File: config.mk
export PLATFORM = sky130hd
export DESIGN_NAME = mc_control_fsm
export DESIGN_NICKNAME = d
export VERILOG_FILES = /design/src/rtl/mc_control_fsm.sv
export SDC_FILE = /design/constraint.sdc
export NUM_CORES = 1
export LEC_CHECK = 0
export CAP_MARGIN = 10
export CORE_ASPECT_RATIO = 1.4
export CORE_MARGIN = 4
export CORE_UTILIZATION = 52
export DETAILED_ROUTE_END_ITERATION = 10
export PLACE_DENSITY = 0.93
export SLEW_MARGIN = 10
export SYNTH_ARGS = -nofsm -noshare
export SYNTH_HDL_FRONTEND = slang
export SYNTH_SLANG_ARGS = --single-unit
export TNS_END_PERCENT = 30
File: constraint.sdc
create_clock -name clk -period 6 [get_ports clk]
set_input_delay 0.6 -clock clk [delete_from_list [all_inputs] [get_ports clk]]
set_output_delay 0.6 -clock clk [all_outputs]
set_load 0.05 [all_outputs]
File: src/rtl/mc_control_fsm.sv
// mc_control_fsm
//   Multi-cycle control sequencer for the MIPS-lite datapath. Decodes the opcode
//   held in the instruction register and steps the shared ALU and memory through
//   FETCH..WB. Waits on the memory-ready handshake. Halts on an illegal opcode.
//   Counts retired instructions.
//
// Parameters
//   CNT_W          width of the retired-instruction counter
//
// Ports
//   clk            system clock; all state updates happen on posedge
//   reset          synchronous, active-high; overrides every other input
//   run            leave IDLE and begin fetching (sampled only in IDLE)
//   opcode         instruc[31:26] from the instruction register
//   mem_ready      the memory access completes this cycle
//   pc_write       unconditional PC load
//   pc_write_cond  PC load if the ALU zero flag is set (beq)
//   iord           memory address select: 0 = pc, 1 = alu_out
//   mem_read       memory read request
//   mem_write      memory write request
//   ir_write       latch the instruction register
//   reg_dst        register write select: 0 = rt, 1 = rd
//   mem_to_reg     write-back source: 0 = alu_out, 1 = memory data register
//   reg_write      register file write enable
//   alu_src_a      ALU operand A: 0 = pc, 1 = readdata1
//   alu_src_b      ALU operand B: 0 = readdata2, 1 = 4, 2 = extad, 3 = extad<<2
//   ori_sel        use zextad instead of extad when alu_src_b = 2
//   alu_op         00 add, 01 sub, 10 funct-decoded, 11 or
//   pc_source      0 = ALU result, 1 = alu_out register, 2 = jump address
//   state          current state encoding (debug)
//   halted         the sequencer is in HALT
//   instr_count    retired instruction count; wraps to zero

module mc_control_fsm #(
  parameter int unsigned CNT_W = 16
) (
  input  logic             clk,
  input  logic             reset,
  input  logic             run,
  input  logic [5:0]       opcode,
  input  logic             mem_ready,
  output logic             pc_write,
  output logic             pc_write_cond,
  output logic             iord,
  output logic             mem_read,
  output logic             mem_write,
  output logic             ir_write,
  output logic             reg_dst,
  output logic             mem_to_reg,
  output logic             reg_write,
  output logic             alu_src_a,
  output logic [1:0]       alu_src_b,
  output logic             ori_sel,
  output logic [1:0]       alu_op,
  output logic [1:0]       pc_source,
  output logic [3:0]       state,
  output logic             halted,
  output logic [CNT_W-1:0] instr_count
);

  typedef enum logic [3:0] {
    StIdle   = 4'd0,
    StFetch  = 4'd1,
    StDecode = 4'd2,
    StMemAdr = 4'd3,
    StMemRd  = 4'd4,
    StMemWb  = 4'd5,
    StMemWr  = 4'd6,
    StExec   = 4'd7,
    StRwb    = 4'd8,
    StBranch = 4'd9,
    StJump   = 4'd10,
    StOriEx  = 4'd11,
    StOriWb  = 4'd12,
    StHalt   = 4'd15
  } state_e;

  localparam logic [5:0] OpRtype = 6'b000000;
  localparam logic [5:0] OpLw    = 6'b100011;
  localparam logic [5:0] OpSw    = 6'b101011;
  localparam logic [5:0] OpBeq   = 6'b000100;
  localparam logic [5:0] OpJ     = 6'b000010;
  localparam logic [5:0] OpOri   = 6'b001101;

  // Moore control bundle. pc_write/ir_write in FETCH depend on mem_ready and
  // are combined outside the register.
  typedef struct packed {
    logic       pc_write;
    logic       pc_write_cond;
    logic       iord;
    logic       mem_read;
    logic       mem_write;
    logic       reg_dst;
    logic       mem_to_reg;
    logic       reg_write;
    logic       alu_src_a;
    logic [1:0] alu_src_b;
    logic       ori_sel;
    logic [1:0] alu_op;
    logic [1:0] pc_source;
  } ctl_t;

  state_e           state_q, state_d;
  ctl_t             ctl_q;
  logic             fetch_q;
  logic             halted_q;
  logic [CNT_W-1:0] instr_count_q;
  logic             retire;
  logic             fetch_done;

  // Per-state control decode. Anything not set here stays 0.
  function automatic ctl_t decode_ctl(input state_e st);
    ctl_t c;
    c = '0;
    unique case (st)
      StFetch: begin
        c.mem_read  = 1'b1;
        c.alu_src_b = 2'd1;
      end
      StDecode: begin
        // Branch target precompute: pc + (extad << 2).
        c.alu_src_b = 2'd3;
      end
      StMemAdr: begin
        c.alu_src_a = 1'b1;
        c.alu_src_b = 2'd2;
      end
      StMemRd: begin
        c.mem_read = 1'b1;
        c.iord     = 1'b1;
      end
      StMemWb: begin
        c.reg_write  = 1'b1;
        c.mem_to_reg = 1'b1;
      end
      StMemWr: begin
        c.mem_write = 1'b1;
        c.iord      = 1'b1;
      end
      StExec: begin
        c.alu_src_a = 1'b1;
        c.alu_op    = 2'b10;
      end
      StRwb: begin
        c.reg_write = 1'b1;
        c.reg_dst   = 1'b1;
      end
      StBranch: begin
        c.alu_src_a     = 1'b1;
        c.alu_op        = 2'b01;
        c.pc_write_cond = 1'b1;
        c.pc_source     = 2'd1;
      end
      StJump: begin
        c.pc_write  = 1'b1;
        c.pc_source = 2'd2;
      end
      StOriEx: begin
        c.alu_src_a = 1'b1;
        c.alu_src_b = 2'd2;
        c.ori_sel   = 1'b1;
        c.alu_op    = 2'b11;
      end
      StOriWb: begin
        c.reg_write = 1'b1;
      end
      default: c = '0;
    endcase
    return c;
  endfunction

  // Next-state and retire decode.
  always_comb begin
    state_d = state_q;
    retire  = 1'b0;
    unique case (state_q)
      StIdle: begin
        if (run) state_d = StFetch;
      end
      StFetch: begin
        if (mem_ready) state_d = StDecode;
      end
      StDecode: begin
        unique case (opcode)
          OpRtype:    state_d = StExec;
          OpLw, OpSw: state_d = StMemAdr;
          OpBeq:      state_d = StBranch;
          OpJ:        state_d = StJump;
          OpOri:      state_d = StOriEx;
          default:    state_d = StHalt;
        endcase
      end
      StMemAdr: begin
        state_d = (opcode == OpSw) ? StMemWr : StMemRd;
      end
      StMemRd: begin
        if (mem_ready) state_d = StMemWb;
      end
      StMemWb: begin
        state_d = StFetch;
        retire  = 1'b1;
      end
      StMemWr: begin
        if (mem_ready) begin
          state_d = StFetch;
          retire  = 1'b1;
        end
      end
      StExec:   state_d = StRwb;
      StRwb: begin
        state_d = StFetch;
        retire  = 1'b1;
      end
      StBranch: begin
        state_d = StFetch;
        retire  = 1'b1;
      end
      StJump: begin
        state_d = StFetch;
        retire  = 1'b1;
      end
      StOriEx:  state_d = StOriWb;
      StOriWb: begin
        state_d = StFetch;
        retire  = 1'b1;
      end
      StHalt:   state_d = StHalt;
      default:  state_d = StIdle;
    endcase
  end

  // Outputs are registered from the next state so they line up with state_q.
  always_ff @(posedge clk) begin
    if (reset) begin
      state_q       <= StIdle;
      ctl_q         <= '0;
      fetch_q       <= 1'b0;
      halted_q      <= 1'b0;
      instr_count_q <= '0;
    end else begin
      state_q  <= state_d;
      ctl_q    <= decode_ctl(state_d);
      fetch_q  <= (state_d == StFetch);
      halted_q <= (state_d == StHalt);
      if (retire) instr_count_q <= instr_count_q + CNT_W'(1);
    end
  end

  // The fetch handshake is the only input-dependent enable; reset suppresses it
  // so no PC/IR update escapes in the reset cycle.
  assign fetch_done = fetch_q & mem_ready & ~reset;

  assign pc_write      = ctl_q.pc_write | fetch_done;
  assign ir_write      = fetch_done;
  assign pc_write_cond = ctl_q.pc_write_cond;
  assign iord          = ctl_q.iord;
  assign mem_read      = ctl_q.mem_read;
  assign mem_write     = ctl_q.mem_write;
  assign reg_dst       = ctl_q.reg_dst;
  assign mem_to_reg    = ctl_q.mem_to_reg;
  assign reg_write     = ctl_q.reg_write;
  assign alu_src_a     = ctl_q.alu_src_a;
  assign alu_src_b     = ctl_q.alu_src_b;
  assign ori_sel       = ctl_q.ori_sel;
  assign alu_op        = ctl_q.alu_op;
  assign pc_source     = ctl_q.pc_source;
  assign state         = state_q;
  assign halted        = halted_q;
  assign instr_count   = instr_count_q;

endmodule

==> results of run 1 <==
## final timing paths
check | endpoint | depth (start not counted)
max | pc_write | 5
min | instr_count[15]$_SDFFE_PP0P_ | 2
max reg2reg | instr_count[11]$_SDFFE_PP0P_ | 5
min reg2reg | instr_count[15]$_SDFFE_PP0P_ | 2
## kinds of logic after synthesis
kind of cell,share of synthesized area (%)
AO/OA/AOI/OAI,23.8
XOR/XNOR,4.37
adder cells (fa/ha/maj),0.693
buffers and inverters,6.17
flip-flops,41.0
multiplexers,0.554
AND/OR/NAND/NOR,23.4
## routing by layer
metal	up-vias	global-route usage (%)	part of all wire (%)
li1	825	-	-
met1	796	20.8	41
met2	52	32.8	52
met3	9	4.49	5.2
met4	0	8.58	1.9
met5	-	0	0
## worst reg2reg max path, cell delays in order (launching register included)
cell	delay (ns)
sky130_fd_sc_hd__dfxtp_1	0.64
sky130_fd_sc_hd__and3b_1	0.24
sky130_fd_sc_hd__o21a_1	0.31
sky130_fd_sc_hd__o2111ai_1	0.50
sky130_fd_sc_hd__or4_1	0.66
sky130_fd_sc_hd__a21oi_1	0.15
## layout make-up
cell class | count | area share (%)
Timing Repair Buffer | 47 | 20.2
Clock buffer | 7 | 3.71
Multi-Input combinational cell | 145 | 41.0
Sequential cell | 37 | 31.8
Inverter | 7 | 1.13
Tap cell | 40 | 2.15
## where the power goes
| part | switching, mW | total [mW] | internal [mW] |
|---|---|---|---|
| combinational | 0.138 | 0.215 | 0.0772 |
| clock | 0.0765 | 0.167 | 0.0909 |
| sequential | 0.0177 | 0.281 | 0.263 |
## through the flow
step	cells	util, %	area (µm²)	power (mW)
4_1_cts	283	69.5	2330	0.665
3_3_place_gp	276	67.0	2240	0.497
5_1_grt	283	69.5	2330	0.695
6_report	283	69.5	2330	0.663
3_5_place_dp	276	67.0	2240	0.500
2_1_floorplan	205	-	1810	0.445
## cells in the final DEF (no fill, tap or decap), types with 3 or more instances in the layout
cell type                         Yosys  layout
sky130_fd_sc_hd__clkdlybuf4s50_1      0      47
sky130_fd_sc_hd__dfxtp_1             37      37
sky130_fd_sc_hd__nor2_1              17      17
sky130_fd_sc_hd__a21oi_1             14      14
sky130_fd_sc_hd__nand2_1             12      12
sky130_fd_sc_hd__nor3_1               9       9
sky130_fd_sc_hd__xor2_1               9       9
sky130_fd_sc_hd__o21ai_0              9       9
sky130_fd_sc_hd__inv_1                7       7
sky130_fd_sc_hd__or3_1                6       6
sky130_fd_sc_hd__o2111ai_1            6       6
sky130_fd_sc_hd__clkbuf_8             0       6
sky130_fd_sc_hd__and3_1               4       4
sky130_fd_sc_hd__nand2b_1             4       4
sky130_fd_sc_hd__or2_2                3       3
sky130_fd_sc_hd__or4_1                3       3
sky130_fd_sc_hd__o21a_1               3       3
sky130_fd_sc_hd__o211ai_1             3       3
sky130_fd_sc_hd__nand3_1              3       3
sky130_fd_sc_hd__and4_1               3       3
sky130_fd_sc_hd__nand4_1              3       3
sky130_fd_sc_hd__o31ai_1              3       3
==> metrics.log, run 1 <==
INFO  metric critical_path.max_fanout = 21
INFO  metric gr_util_all_layers = roughly a fifth
INFO  metric core = between 3000 and 4000 µm²
INFO  metric crit_buf_inv = 3
INFO  metric cts.repair.resized = 0
INFO  metric worst_r2r_startpoint = state[1]$_SDFF_PP0_
INFO  metric dp_hpwl = ~3 mm
INFO  metric hold_path.startpoint = instr_count[15]$_SDFFE_PP0P_
INFO  metric ordered_cell_list_for_the_critical_path = clkdlybuf4s50_1 > inv_1 > and3_1 > or2_2 > clkdlybuf4s50_1
INFO  metric die_area = 4490 µm²
INFO  metric worst_slew_pin_slew = 0.961 ns
INFO  metric final.setup.worst_slack = around 2.4 ns
INFO  metric tritoncts = built
INFO  metric number_of_buffers_between_clock_root_and_the_deepest_sink = 2
INFO  metric synth.net_count = approximately 220
INFO  metric grt_first_pass_wirelength = roughly 6.8 mm
INFO  metric yosys.area.top_type_share = between 40% and 50%
INFO  metric hold_path_class = flip-flop to flip-flop
INFO  metric portion_of_the_post_synthesis_area_used_by_sequential_elements = about two fifths
INFO  metric place.gp.congestion = between 0.8 and 0.9
INFO  metric ys_async_sr_fraction = 0%
INFO  metric holdBufCountCts = 0
INFO  metric number_of_top_level_pins = between 40 and 50
INFO  metric vdd_ir_drop_max = ~0.22 mV
INFO  metric first_global_vias = 1606
INFO  metric synth-edff-count = 0
INFO  metric post-cts-setup-buffer-count = 0
INFO  metric placement.io_buffers = 47
INFO  metric die_h = a little under 80 µm
INFO  metric synth_top_flop_cell = sky130_fd_sc_hd__dfxtp_1
INFO  metric final.hold.worst_slack = 0.491 ns
INFO  metric type_of_the_worst_setup_path = input port to output port
INFO  metric drtPass1Iterations = 4
INFO  metric initial_utilization = about 54%
INFO  metric yosysUniqueCellTypes = 47
INFO  metric grt-ovfl-total = 0
INFO  metric drt-vias-per-instance = around 5.9
INFO  metric antenna_found_initial = 0
INFO  metric route.detailed.drc = 0
INFO  metric area.sequential = 741 µm²
INFO  metric min_period_over_period = between 60% and 70%
INFO  metric die_w = roughly 58 µm
INFO  metric h-tree-depth = 2
INFO  metric clk_pin_slew = roughly 0.060 ns
INFO  metric multi_input_gate_area = between 900 and 1000 µm²
INFO  metric maxSlewViolCount = 0
INFO  metric cpMostUsedCell = sky130_fd_sc_hd__clkdlybuf4s50_1
INFO  metric netlist_top_cells_area = sky130_fd_sc_hd__dfxtp_1 41%, sky130_fd_sc_hd__xor2_1 4.4%, sky130_fd_sc_hd__a21oi_1 3.9%, sky130_fd_sc_hd__nor2_1 3.5%, sky130_fd_sc_hd__o2111ai_1 2.9%
INFO  metric drtIter0Drc = 41
INFO  metric wirelength = 4.04 mm
INFO  metric netlist_instances = between 200 and 250
INFO  metric yosys.cell_count.top_type = sky130_fd_sc_hd__dfxtp_1
INFO  metric clock_insertion_delay_worst_skew = between 0.2 and 0.3 ns
INFO  metric rsz_0062_raised_after_global_routing = no
INFO  metric cap_viol_max_count = 0
INFO  metric finalSetupViolations = 0
INFO  metric finalClockSkew = between 0.007 and 0.008 ns
INFO  metric postSynthRegisterBits = 37
INFO  metric slew-limit-headroom = a little over a third
INFO  metric cp-startpoint = reset
INFO  metric numCtsBuffers = 5
INFO  metric post_synth_instance_area = roughly 1800 µm²
INFO  metric critPathArrivalTime = 3.03 ns
INFO  metric synth.top_cells.by_count = 37 x sky130_fd_sc_hd__dfxtp_1, 17 x sky130_fd_sc_hd__nor2_1, 14 x sky130_fd_sc_hd__a21oi_1
INFO  metric largest_register_ff_count = 16
INFO  metric route.vias.total = ~1700
INFO  metric detail_route.wl_per_cell = 14.3 µm
INFO  metric critical-path-slowest-cell = sky130_fd_sc_hd__clkdlybuf4s50_1
INFO  metric area_growth_syn_to_layout = 28.9%
INFO  metric max_clock_freq = 276 MHz
INFO  metric rrSetupSlack = roughly 3.4 ns
INFO  metric timing.critical_path.max_delay_family = buffers and inverters
INFO  metric pre_cts_ws = between 2 and 2.5 ns
INFO  metric root_buffer_selected_by_cts = sky130_fd_sc_hd__clkbuf_8
INFO  metric power.density_cell_area = 285 nW/µm²
INFO  metric synth-warning-count = 0
INFO  metric cts.sinks = 37
INFO  metric setup.worst_path.end_class = output port
INFO  metric final_net_count = between 200 and 300
INFO  metric num_antenna_cells = 0
INFO  metric syn_avg_cell_area = 8.81 µm²
INFO  metric pin_count_of_the_biggest_net_entering_global_routing = 22
INFO  metric clock_period_minus_worst_slack = ~3.6 ns
INFO  metric cp_slowest_stage_delay = around 0.93 ns
INFO  metric fillCellCount = approximately 240
INFO  metric worst_ep_required_time = approximately 5.4 ns
INFO  metric outcome = finished clean
INFO  metric worst_setup_start_kind = input port
INFO  metric timing.final.hold_violations = 0
INFO  metric cellLeakagePower = 0.818 nW
INFO  metric yosysTopAreaCell = sky130_fd_sc_hd__dfxtp_1
INFO  metric tns = 0 ns
INFO  metric layout-drive-gt1-share = between 6 and 7%
INFO  metric antenna_violating_nets_post_route = 0
INFO  metric core.rowCount = 25
Note: power is estimated with default switching activity, not from simulation.
==> run 2: changes to the inputs <==
CORE_UTILIZATION = 48   (was 52)
PLACE_DENSITY = 0.87   (was 0.93)
clock period = 3.4 ns   (was 6 ns; I/O delays follow)
==> metrics.log, run 2 (synthesis results as in run 1) <==
INFO  metric outcome = finished clean
INFO  metric initial_utilization = 49.6% (-4.4 points)
INFO  metric clock_insertion_delay_worst_skew = 0.29 ns (about the same)
INFO  metric cts.repair.resized = 0 (unchanged)
INFO  metric dp_hpwl = 3.10 mm (+2.6%)
INFO  metric detail_route.wl_per_cell = 14.6 µm (+2.2%)
INFO  metric pre_cts_ws = 0.592 ns (-1.78 ns)
INFO  metric layout-drive-gt1-share = 7.76% (+1.2 points)
INFO  metric place.gp.congestion = 0.925 (+12%)
INFO  metric worst_ep_required_time = 3.63 ns (-1.77 ns)
INFO  metric grt_first_pass_wirelength = 6.60 mm (-2.5%)
INFO  metric grt-ovfl-total = 0 (unchanged)
INFO  metric numCtsBuffers = 5 (unchanged)
INFO  metric number_of_top_level_pins = 48 (unchanged)
INFO  metric ordered_cell_list_for_the_critical_path = nor2b_1 > o21a_1 > o2111ai_1 > or4_1 > a21oi_1
INFO  metric tns = 0 ns (unchanged)
INFO  metric cap_viol_max_count = 0 (unchanged)
INFO  metric p_total = 1.19 mW (+80%)
INFO  metric tritoncts = built
INFO  metric vdd_ir_drop_max = 0.352 mV (+63%)
INFO  metric timing.critical_path.max_delay_family = compound AO/OA/AOI/OAI gates
INFO  metric gr_util_all_layers = 18.0% (-0.78 points)
INFO  metric clock_period_minus_worst_slack = 2.52 ns
INFO  metric number_of_buffers_between_clock_root_and_the_deepest_sink = 2 (unchanged)
INFO  metric finalClockSkew = 0.0106 ns (+0.00342 ns)
INFO  metric first_global_vias = 1505 (-6.3%)
INFO  metric drtIter0Drc = 32 (-22%)
INFO  metric die_h = 80.6 µm (+3.7%)
INFO  metric leading_cell_types_in_the_layout_fill_and_taps_excluded = 47 x sky130_fd_sc_hd__clkdlybuf4s50_1, 37 x sky130_fd_sc_hd__dfxtp_1, 17 x sky130_fd_sc_hd__nor2_1, 14 x sky130_fd_sc_hd__a21oi_1, 12 x sky130_fd_sc_hd__nand2_1
INFO  metric die_area = 4820 µm² (+7.3%)
INFO  metric cts.sinks = 37 (unchanged)
INFO  metric route.vias.total = 1666 (-0.95%)
INFO  metric worst_slew_pin_slew = 0.908 ns (-0.0529 ns)
INFO  metric core.rowCount = 26 (+4.0%)
INFO  metric type_of_the_worst_setup_path = flip-flop to flip-flop
INFO  metric rsz_0062_raised_after_global_routing = no
INFO  metric finalNonFillerCells = 287 (+1.4%)
INFO  metric drt-vias-per-instance = 5.80 (-2.3%)
INFO  metric root_buffer_selected_by_cts = sky130_fd_sc_hd__clkbuf_8
INFO  metric antenna_found_initial = 0 (unchanged)
INFO  metric setup.worst_path.end_class = flip-flop
INFO  metric final.setup.worst_slack = 0.876 ns (-1.50 ns)
INFO  metric fillCellCount = 313 (+30%)
INFO  metric maxSlewViolCount = 0 (unchanged)
INFO  metric placement.io_buffers = 47 (unchanged)
INFO  metric crit_buf_inv = 0 (-3)
INFO  metric cellLeakagePower = 0.826 nW (+1.0%)
INFO  metric wirelength = 4.19 mm (+3.6%)
INFO  metric num_antenna_cells = 0 (unchanged)
INFO  metric power.density_cell_area = 507 nW/µm² (+78%)
INFO  metric area_growth_syn_to_layout = 30.1%
INFO  metric timing.final.hold_violations = 0 (unchanged)
INFO  metric core = 3640 µm² (+8.9%)
INFO  metric drtPass1Iterations = 4 (unchanged)
INFO  metric final_net_count = 256 (+0.79%)
INFO  metric hold_path_class = flip-flop to flip-flop
INFO  metric cp_slowest_stage_delay = 0.66 ns (-0.27 ns)
INFO  metric pin_count_of_the_biggest_net_entering_global_routing = 21 (-4.5%)
INFO  metric slew-limit-headroom = 39.4% (+3.5 points)
INFO  metric critical-path-slowest-cell = sky130_fd_sc_hd__or4_1
INFO  metric clk_pin_slew = 0.07 ns (about the same)
INFO  metric max_clock_freq = between 300 and 400 MHz
INFO  metric largest_register_ff_count = 16 (unchanged)
INFO  metric worst_setup_start_kind = flip-flop
INFO  metric min_period_over_period = between 70 and 80%
INFO  metric critical_path.max_fanout = 15 (-29%)
INFO  metric final_common_cell = sky130_fd_sc_hd__clkdlybuf4s50_1
INFO  metric post-cts-setup-buffer-count = 0 (unchanged)
INFO  metric route.detailed.drc = 0 (unchanged)
INFO  metric placed_cells_incl_taps = 280 (+1.4%)
INFO  metric finalSetupViolations = 0 (unchanged)
INFO  metric die_w = 59.8 µm (+3.5%)
INFO  metric utilization = 64.5% (-5.1 points)
INFO  metric holdBufCountCts = 0 (unchanged)
INFO  metric antenna_violating_nets_post_route = 0 (unchanged)
INFO  metric h-tree-depth = 2 (unchanged)
INFO  metric critPathArrivalTime = 2.76 ns (-0.27 ns)
[run 2: through the flow]
stage | cell area (µm²) | hold WS (ns)
after floorplan | 1810 | 0.555
final | 2350 | 0.488
after detailed placement | 2260 | 0.483
after CTS | 2350 | 0.494
after global routing | 2350 | 0.513
after global placement | 2260 | 0.463
[run 2: per-layer routing]
layer  wire, µm  up-vias  GRT usage, %
li1           -      831             -
met1       1720      781          19.2
met2       2210       43          32.0
met3        164       11          4.02
met4         95        0          8.65
met5          0        -             0
[run 2: where the power goes]
group | total, mW | internal, mW | leakage [nW] | switching, mW
sequential | 0.496 | 0.464 | 0.299 | 0.0323
clock | 0.309 | 0.160 | 0.0433 | 0.149
combinational | 0.386 | 0.138 | 0.484 | 0.248
total | 1.19 | 0.762 | 0.826 | 0.430
[run 2: tightest hold or removal path, cell delays in order (launching register included)]
cell	delay, ns
sky130_fd_sc_hd__dfxtp_1	0.33
sky130_fd_sc_hd__o31ai_1	0.06
sky130_fd_sc_hd__a21oi_1	0.06
[run 2: layout make-up]
type / instances / area [µm²] / area share (%)
inverters: 7 / 26.3 / 1.12
repair buffers: 49 / 485 / 20.7
clock buffers: 6 / 82.6 / 3.52
clock inverters: 1 / 7.51 / 0.320
well taps: 42 / 52.6 / 2.24
multi-input cells: 145 / 953 / 40.6
flip-flops and latches: 37 / 741 / 31.5
[run 2: final timing paths]
check	from	endpoint	slack [ns]	cells after the start
setup reg to reg	state[0]$_SDFF_PP0_	instr_count[11]$_SDFFE_PP0P_	0.88	5
hold / removal	instr_count[15]$_SDFFE_PP0P_	instr_count[15]$_SDFFE_PP0P_	0.49	2
setup / recovery	state[0]$_SDFF_PP0_	instr_count[11]$_SDFFE_PP0P_	0.88	5
hold reg to reg	instr_count[15]$_SDFFE_PP0P_	instr_count[15]$_SDFFE_PP0P_	0.49	2
==> run 3: changes to the inputs <==
clock period = 2.5 ns   (was 3.4 ns; I/O delays follow)
==> metrics.log, run 3 (synthesis results as in run 1) <==
INFO  metric core.rowCount = 26 (unchanged)
INFO  metric grt_first_pass_wirelength = 7.29 mm (+11%)
INFO  metric detail_route.wl_per_cell = 14.4 µm (-1.1%)
INFO  metric numCtsBuffers = 5 (unchanged)
INFO  metric clock_insertion_delay_worst_skew = 0.29 ns (about the same)
INFO  metric fillCellCount = 281 (-10%)
INFO  metric root_buffer_selected_by_cts = sky130_fd_sc_hd__clkbuf_8
INFO  metric post-cts-setup-buffer-count = 0 (unchanged)
INFO  metric worst_r2r_startpoint = state[0]$_SDFF_PP0_
INFO  metric layout-drive-gt1-share = 12.5% (+4.7 points)
INFO  metric area_growth_syn_to_layout = 35.1%
INFO  metric vdd_ir_drop_max = 0.513 mV (+46%)
INFO  metric cts.repair.resized = 0 (unchanged)
INFO  metric h-tree-depth = 2 (unchanged)
INFO  metric setup.worst_path.end_class = flip-flop
INFO  metric worst_ep_required_time = 2.70 ns (-0.93 ns)
INFO  metric place.gp.congestion = 0.848 (-8.4%)
INFO  metric finalClockSkew = 0.00478 ns (-0.00582 ns)
INFO  metric tritoncts = built
INFO  metric route.detailed.drc = 0 (unchanged)
INFO  metric antenna_violating_nets_post_route = 0 (unchanged)
INFO  metric placed_cell_areas = 2340 µm² (+3.4%)
INFO  metric core = 3640 µm² (unchanged)
INFO  metric slew-limit-headroom = 56.2% (+17 points)
INFO  metric cellLeakagePower = 0.894 nW (+8.2%)
INFO  metric drtIter0Drc = 103 (+220%)
INFO  metric cap_viol_max_count = 0 (unchanged)
INFO  metric p_seq_share = 39.0% (-2.7 points)
INFO  metric rsz_0062_raised_after_global_routing = no
INFO  metric leading_cell_types_in_the_layout_fill_and_taps_excluded = 45 x sky130_fd_sc_hd__clkdlybuf4s50_1, 37 x sky130_fd_sc_hd__dfxtp_1, 17 x sky130_fd_sc_hd__nor2_1, 15 x sky130_fd_sc_hd__buf_4, 14 x sky130_fd_sc_hd__a21oi_1
INFO  metric cts.sinks = 37 (unchanged)
INFO  metric clk_pin_slew = 0.07 ns (about the same)
INFO  metric final_common_cell = sky130_fd_sc_hd__clkdlybuf4s50_1
INFO  metric antenna_found_initial = 0 (unchanged)
INFO  metric holdBufCountCts = 0 (unchanged)
INFO  metric cp_slowest_stage_delay = 0.56 ns (-0.10 ns)
INFO  metric max_clock_freq = 448 MHz
INFO  metric cpMostUsedCell = sky130_fd_sc_hd__or4_4
INFO  metric worst_slew_pin_slew = 0.656 ns (-0.252 ns)
INFO  metric final.hold.worst_slack = 0.482 ns (-0.00574 ns)
INFO  metric type_of_the_worst_setup_path = input port to flip-flop
INFO  metric utilization = 67.0% (+2.5 points)
INFO  metric dp_hpwl = 3.27 mm (+5.3%)
INFO  metric die_h = 80.6 µm (unchanged)
INFO  metric gr_util_all_layers = 19.8% (+1.8 points)
INFO  metric number_of_top_level_pins = 48 (unchanged)
INFO  metric finalSetupViolations = 0 (unchanged)
INFO  metric ordered_cell_list_for_the_critical_path = clkdlybuf4s50_1 > or4_4 > o311a_4 > a21o_4 > or4_4 > a211oi_1
INFO  metric clock_period_minus_worst_slack = between 2 and 2.5 ns
INFO  metric switching_share = 34.4% (-1.6 points)
INFO  metric share_comb_of_total_power = 32.2% (-0.2 points)
INFO  metric crit_cells = 6 (+1)
INFO  metric pin_count_of_the_biggest_net_entering_global_routing = 21 (unchanged)
INFO  metric critical_path.max_fanout = 4 (-11)
INFO  metric die_w = 59.8 µm (unchanged)
INFO  metric min_period_over_period = 89.3%
INFO  metric clkPwrFrac = 28.8% (+2.8 points)
INFO  metric r2r-end = reg_write$_SDFF_PP0_
INFO  metric first_global_vias = 1637 (+8.8%)
INFO  metric number_of_buffers_between_clock_root_and_the_deepest_sink = 2 (unchanged)
INFO  metric timing.critical_path.max_delay_family = simple AND/OR/NAND/NOR gates
INFO  metric initial_utilization = 49.6% (unchanged)
INFO  metric final_net_count = 267 (+4.3%)
INFO  metric route.vias.total = 1693 (+1.6%)
INFO  metric tns = 0 ns (unchanged)
INFO  metric largest_register_ff_count = 16 (unchanged)
INFO  metric power.internal = 1.13 mW (+49%)
INFO  metric power_switching = 0.595 mW (+38%)
INFO  metric die_area = 4820 µm² (unchanged)
INFO  metric maxSlewViolCount = 0 (unchanged)
INFO  metric outcome = finished clean
INFO  metric drt-vias-per-instance = 5.68 (-2.1%)
INFO  metric timing.final.hold_violations = 0 (unchanged)
INFO  metric finalNonFillerCells = 298 (+3.8%)
INFO  metric critical_path.endpoint = reg_write$_SDFF_PP0_
INFO  metric critical-path-slowest-cell = sky130_fd_sc_hd__or4_4
INFO  metric rrSetupSlack = 0.32 ns (-0.56 ns)
INFO  metric power.density_cell_area = 708 nW/µm² (+40%)
INFO  metric placement.io_buffers = 47 (unchanged)
INFO  metric grt-ovfl-total = 0 (unchanged)
INFO  metric num_antenna_cells = 0 (unchanged)
INFO  metric cp-startpoint = opcode[3]
INFO  metric fin_area = 2440 µm² (+3.9%)
INFO  metric placed_cells_incl_taps = 291 (+3.9%)
INFO  metric wirelength = 4.30 mm (+2.7%)
INFO  metric worst_setup_start_kind = input port
INFO  metric drtPass1Iterations = 4 (unchanged)
INFO  metric crit_buf_inv = 1 (+1)
INFO  metric critPathArrivalTime = 2.43 ns (-0.33 ns)
INFO  metric reg2regPathDepth = 5 (unchanged)
INFO  metric hold_path_class = flip-flop to flip-flop
[run 3: cell types whose count changed in the layout (fill, tap and decap cells not counted), sizes merged]
cell | before | now
buf | 2 | 15
clkdlybuf4s50 | 47 | 45
bufinv | 0 | 1
clkbuf | 6 | 5
clkinv | 0 | 1
clkinvlp | 1 | 0
[run 3: through the flow]
step                      power [mW]  setup slack, ns
after global placement          1.23           0.0281
after global routing            1.81            0.128
after CTS                       1.73            0.272
after floorplan                 1.07            0.184
after detailed placement        1.24         -0.00767
final                           1.73            0.268
[run 3: worst min path at each step]
stage,start,end,slack (ns),cells after the start
2_1_floorplan,reset,alu_src_b[0]$_SDFF_PP0_,0.46,3
3_3_place_gp,instr_count[15]$_SDFFE_PP0P_,instr_count[15]$_SDFFE_PP0P_,0.47,2
3_5_place_dp,instr_count[15]$_SDFFE_PP0P_,instr_count[15]$_SDFFE_PP0P_,0.48,2
4_1_cts,instr_count[15]$_SDFFE_PP0P_,instr_count[15]$_SDFFE_PP0P_,0.49,2
5_1_grt,instr_count[15]$_SDFFE_PP0P_,instr_count[15]$_SDFFE_PP0P_,0.52,2
6_report,instr_count[15]$_SDFFE_PP0P_,instr_count[15]$_SDFFE_PP0P_,0.48,2
[run 3: power by group through the flow]
stage                     registers (mW)  logic (mW)  clock network [mW]
after floorplan                    0.757       0.310                   0
after global placement             0.686       0.546                   0
after detailed placement           0.688       0.553                   0
after CTS                          0.674       0.557               0.502
after global routing               0.680       0.599               0.531
final                              0.674       0.557               0.497
[run 3: layer usage]
| metal | vias up | part of all wire (%) | global-route usage (%) |
|---|---|---|---|
| met5 | - | 0 | 0 |
| met4 | 0 | 4.0 | 12.4 |
| met3 | 15 | 4.3 | 2.73 |
| met2 | 55 | 51 | 33.7 |
| met1 | 776 | 41 | 22.3 |
| li1 | 847 | - | - |
[run 3: area by class of cell]
class | count | area, µm² | share of cell area, %
flip-flops and latches | 37 | 741 | 30.4
inverters | 7 | 26.3 | 1.08
repair buffers | 60 | 563 | 23.1
multi-input cells | 145 | 953 | 39.1
well taps | 42 | 52.6 | 2.15
clock inverters | 2 | 35.0 | 1.44
clock buffers | 5 | 68.8 | 2.82
[run 3: tightest hold or removal path: cells and delay by family (launching register included)]
family,cells,cell delay [ns]
DFF,1,0.32
AOI/OAI and AO/OA,2,0.11
